File: config.mk
export PLATFORM = sky130hd
export DESIGN_NAME = mem_access_unit
export DESIGN_NICKNAME = d
export VERILOG_FILES = /design/src/rtl/mem_pkg.sv /design/src/rtl/mem_wait_counter.sv /design/src/rtl/mem_access_unit.sv
export SDC_FILE = /design/constraint.sdc
export NUM_CORES = 1
export LEC_CHECK = 0
export ABC_AREA = 0
export CORE_MARGIN = 4
export CORE_UTILIZATION = 42
export CTS_BUF_LIST = sky130_fd_sc_hd__clkbuf_8 sky130_fd_sc_hd__clkbuf_16
export CTS_CLUSTER_SIZE = 12
export DETAILED_ROUTE_END_ITERATION = 16
export PLACE_DENSITY = 0.79
export SYNTH_ARGS = -nofsm -noshare
export SYNTH_HDL_FRONTEND = slang
export SYNTH_SLANG_ARGS = --single-unit
File: constraint.sdc
create_clock -name clk -period 2.35 [get_ports clk]
set_input_delay 0.47 -clock clk [delete_from_list [all_inputs] [get_ports clk]]
set_output_delay 0.47 -clock clk [all_outputs]
set_load 0.01 [all_outputs]
File: src/rtl/mem_pkg.sv
// Shared types and defaults for the SRAM access sequencer.
package mem_pkg;

  typedef enum logic [1:0] {
    StIdle,
    StSetup,
    StAccess,
    StHold
  } mem_state_e;

  localparam int unsigned DefaultWaitCycles = 2;
  localparam int unsigned DefaultTimeout    = 15;

  localparam logic DirRead  = 1'b0;
  localparam logic DirWrite = 1'b1;

endpackage

File: src/rtl/mem_wait_counter.sv
// Access-phase timing: a loadable wait down-counter followed by a ready-timeout up-counter.
module mem_wait_counter import mem_pkg::*; #(
  parameter int unsigned WAIT_CYCLES = DefaultWaitCycles,
  parameter int unsigned TIMEOUT     = DefaultTimeout
) (
  input  logic clk,
  input  logic reset,
  input  logic load,
  input  logic step,
  output logic wait_zero,
  output logic timed_out
);

  logic [3:0] wait_cnt_q;
  logic [7:0] to_cnt_q;

  assign wait_zero = (wait_cnt_q == 4'd0);
  assign timed_out = (to_cnt_q == 8'(TIMEOUT));

  // The timeout count only advances once the minimum wait has elapsed.
  always_ff @(posedge clk) begin
    if (reset) begin
      wait_cnt_q <= 4'd0;
      to_cnt_q   <= 8'd0;
    end else if (load) begin
      wait_cnt_q <= 4'(WAIT_CYCLES);
      to_cnt_q   <= 8'd0;
    end else if (step) begin
      if (!wait_zero) begin
        wait_cnt_q <= wait_cnt_q - 4'd1;
      end else if (!timed_out) begin
        to_cnt_q <= to_cnt_q + 8'd1;
      end
    end
  end

endmodule

File: src/rtl/mem_access_unit.sv
// Single-access sequencer driving an asynchronous SRAM port; all outputs are registered.
module mem_access_unit import mem_pkg::*; #(
  parameter int unsigned ADDR_W      = 16,
  parameter int unsigned DATA_W      = 16,
  parameter int unsigned WAIT_CYCLES = DefaultWaitCycles,
  parameter int unsigned TIMEOUT     = DefaultTimeout
) (
  input  logic              clk,
  input  logic              reset,
  input  logic [ADDR_W-1:0] addr_in,
  input  logic [DATA_W-1:0] wr_data,
  input  logic              rd_en,
  input  logic              wr_en,
  output logic              busy,
  output logic              done,
  output logic              err,
  output logic [DATA_W-1:0] rd_data,
  output logic [ADDR_W-1:0] mem_addr,
  output logic [DATA_W-1:0] mem_wdata,
  input  logic [DATA_W-1:0] mem_rdata,
  input  logic              mem_ready,
  output logic              mem_ce,
  output logic              mem_we,
  output logic              mem_oe
);

  mem_state_e state_q, state_d;
  logic       dir_q;
  logic       wait_zero, timed_out;
  logic       ready_hit, abort, cmd_start, cmd_clash;

  mem_wait_counter #(
    .WAIT_CYCLES(WAIT_CYCLES),
    .TIMEOUT    (TIMEOUT)
  ) u_wait_counter (
    .clk      (clk),
    .reset    (reset),
    .load     (state_q == StSetup),
    .step     (state_q == StAccess),
    .wait_zero(wait_zero),
    .timed_out(timed_out)
  );

  assign cmd_start = (state_q == StIdle) && (rd_en ^ wr_en);
  assign cmd_clash = (state_q == StIdle) && rd_en && wr_en;

  always_comb begin
    state_d   = state_q;
    ready_hit = 1'b0;
    abort     = 1'b0;
    unique case (state_q)
      StIdle: begin
        if (cmd_start) state_d = StSetup;
      end
      StSetup: state_d = StAccess;
      StAccess: begin
        // A ready on the final allowed cycle still completes the access.
        if (wait_zero) begin
          if (mem_ready) begin
            state_d   = StHold;
            ready_hit = 1'b1;
          end else if (timed_out) begin
            state_d = StHold;
            abort   = 1'b1;
          end
        end
      end
      StHold:  state_d = StIdle;
      default: state_d = StIdle;
    endcase
  end

  // Outputs are decoded from the next state so they line up with the registered state.
  always_ff @(posedge clk) begin
    if (reset) begin
      state_q   <= StIdle;
      dir_q     <= DirRead;
      busy      <= 1'b0;
      done      <= 1'b0;
      err       <= 1'b0;
      rd_data   <= '0;
      mem_addr  <= '0;
      mem_wdata <= '0;
      mem_ce    <= 1'b0;
      mem_we    <= 1'b0;
      mem_oe    <= 1'b0;
    end else begin
      state_q <= state_d;
      if (cmd_start) begin
        dir_q     <= wr_en ? DirWrite : DirRead;
        mem_addr  <= addr_in;
        mem_wdata <= wr_data;
      end
      if (ready_hit && (dir_q == DirRead)) begin
        rd_data <= mem_rdata;
      end
      busy   <= (state_d != StIdle);
      done   <= (state_d == StHold);
      err    <= abort || cmd_clash;
      mem_ce <= (state_d != StIdle);
      mem_we <= (state_d == StAccess) && (dir_q == DirWrite);
      mem_oe <= (state_d == StAccess) && (dir_q == DirRead);
    end
  end

endmodule

==> impl_metrics.py <==
metrics = {
    "finish": {
        "stdcell_count": 481,
        "final_util": 0.654,
        "final_net_count": 459,
        "layout_commonest_cell": "clkdlybuf4s50_1",
        "multi_input_area_mm2": 0.00114,
        "fillers": 504,
        "area_delta_synth_final_pct": 50.1,
        "diodes": 0,
        "drive_gt1_frac": 0.0714,
        "regArea_mm2": 0.00136,
        "layout_common_cells": "clkdlybuf4s50_1, nand2_1, dfxtp_1",
    },
    "hold_path": {
        "hold-path-endpoint": "mem_addr[13]",
        "hold_depth": 2,
        "min-delay-start": "mem_addr[13]",
        "hp-class": "reg2reg",
    },
    "clock_network": {
        "cts_tree": "done",
        "clkTransAtPathRegs_ns": 0.07,
        "clockBufferDepth": 2,
        "post_cts_buffers": 0,
        "htree_num_levels": 3,
        "postCtsResizedCells": 0,
        "clock_sinks": 68,
        "cts_inserted_buffers": 9,
        "cts_hold_buffers": 0,
        "clock-root-buffer": "clkbuf_8",
        "clock_latency_ns": 0.34,
    },
    "logic_synthesis": {
        "synth_edf_count": 0,
        "ys.flop_type": "dfxtp_1",
        "async_reset_ff_frac": 0,
        "syn_inst": 295,
        "syn_area_mm2": 0.00259,
        "synth_fp_nets": 353,
        "ys_warn_count": 0,
        "synth_area_per_cell_um2": 8.79,
        "synth-seq-area-share": 0.525,
        "ys_ff_latch": 68,
        "ys_types": 37,
    },
    "die": {
        "die_y_um": 86.6,
        "die_w_um": 86.6,
        "coreArea_mm2": 0.00596,
        "rows": 28,
        "dieArea_mm2": 0.00749,
        "initial_utilization": 0.435,
        "ioPinCount": 107,
    },
    "timing": {
        "fin_crit_sh": 0.800,
        "final-setup-viol-count": 0,
        "finalSetupTns_ns": 0,
        "slew_headroom": 0.662,
        "fin_crit_ns": 1.88,
        "rsz0062_at_grt": "false",
        "holdWs_ns": 0.452,
        "tightest_slew_ns": 0.507,
        "hold_viol": 0,
        "skew_ns": 0.00671,
        "drv_slew": 0,
        "fmax_mhz": 532,
    },
    "drt": {
        "viasPerCell": 4.87,
        "drt_wl_total_um": 6260,
        "drc": 0,
        "drt_iter0_markers": 97,
        "drtPass1Iterations": 4,
        "avgRoutedWirePerCell_um": 13.0,
        "ant_nets": 0,
        "vias": 2341,
    },
    "critical_path": {
        "reg2reg_depth": 7,
        "crit-reg2reg-launch": "state_q[0]",
        "crit_path_end_kind": "register",
        "regToRegEndpoint": "rd_data[11]",
        "path_max_fanout": 16,
        "cp.arrival_ns": 2.09,
        "startpoint": "state_q[0]",
        "reg2reg_setup_slack_ns": 0.47,
        "critPathKind": "reg2reg",
        "worstSetupStartpointType": "register",
        "required_ns": 2.56,
    },
    "global_route": {
        "grt_antenna_before_repair": 0,
        "grt_max_degree": 29,
        "grt_overflow": 0,
        "grt_pass1_vias": 2143,
        "grtUsageTotal": 0.167,
        "grt_pass1_wl_um": 9790,
    },
    "placement": {
        "place.gp.congestion": 0.806,
        "dpl.cell_count": 465,
        "portBuffers": 106,
        "dp_hpwl_um": 4630,
    },
    "run": {
        "max_cap_violations": 0,
    },
    "power": {
        "power_uw": 2610,
        "power_density_mw_per_mm2": 671,
        "peakVddDrop_v": 0.000492,
        "p_leak_uw": 0.00158,
    },
    "outcome": {
        "status": "completed",
    },
}
-- logic make-up after synthesis --
kind of cell	Yosys count	synth area share
AO/OA/AOI/OAI	48	0.0985
XOR/XNOR	8	0.0270
adder cells (fa/ha/maj)	5	0.0241
buffers and inverters	21	0.0362
flip-flops	68	0.525
multiplexers	18	0.0695
AND/OR/NAND/NOR	127	0.220
-- stage by stage --
stage / cell area (um^2) / setup WS [ns]
5_1_grt: 3890 / 0.321
6_report: 3890 / 0.470
2_1_floorplan: 2590 / 0.605
4_1_cts: 3890 / 0.452
3_5_place_dp: 3710 / 0.389
3_3_place_gp: 3710 / 0.438
-- report_power, final --
group / internal [uW] / total [uW] / switching, uW
sequential: 1220 / 1250 / 33.3
clock: 476 / 897 / 420
combinational: 252 / 465 / 213
-- Yosys cell counts, types with 2 or more instances --
cell      count  area [um^2]
nor3_1        3         15.0
dfxtp_1      68         1360
mux2i_1      18          180
xor2_1        4         35.0
buf_2         3         15.0
nand3_1       3         15.0
and3_1        2         12.5
inv_1         4         15.0
buf_4         3         22.5
nor2b_1       2         12.5
xnor2_1       4         35.0
nor2_1       28          105
ha_1          5         62.6
o21ai_0       3         15.0
a21oi_1      40          200
nand2_1      73          274
nor4_1        2         12.5
clkbuf_1     11         41.3
-- worst max-delay path: stages, from the launching register on --
cell and delay [ns]:
dfxtp_1 0.38, inv_1 0.09, ha_1 0.29, and4bb_2 0.31, nand3b_1 0.10, buf_4 0.28, mux2i_1 0.23, nor2_1 0.06
-- area by class of cell --
cell class | count | area share
clock inverters | 7 | 0.0154
multi-input cells | 206 | 0.292
inverters | 4 | 0.00386
clock buffers | 9 | 0.0318
repair buffers | 112 | 0.283
well taps | 75 | 0.0241
flip-flops and latches | 68 | 0.350
-- worst max-delay path by stage --
stage / slack [ns] / endpoint / cells past startpoint
floorplan: 0.61 / rd_data[10] / 8
global placement: 0.44 / mem_wdata[9] / 6
detailed placement: 0.39 / mem_addr[3] / 6
CTS: 0.45 / rd_data[11] / 7
global route: 0.32 / rd_data[11] / 7
finish: 0.47 / rd_data[11] / 7
-- layer usage --
layer	up-vias	part of all wire	track usage
li1	1190	-	-
met1	1058	0.43	0.197
met2	84	0.46	0.274
met3	9	0.090	0.0532
met4	0	0.022	0.0850
met5	-	0	0
-- state kept, by name (all words and copies together) (netlist names), 2 cells and up --
signal,count
mem_wdata,16
rd_data,16
state_q,2
u_wait_counter.wait_cnt_q,4
mem_addr,16
u_wait_counter.to_cnt_q,8
Power figures use the tool's default switching activity.
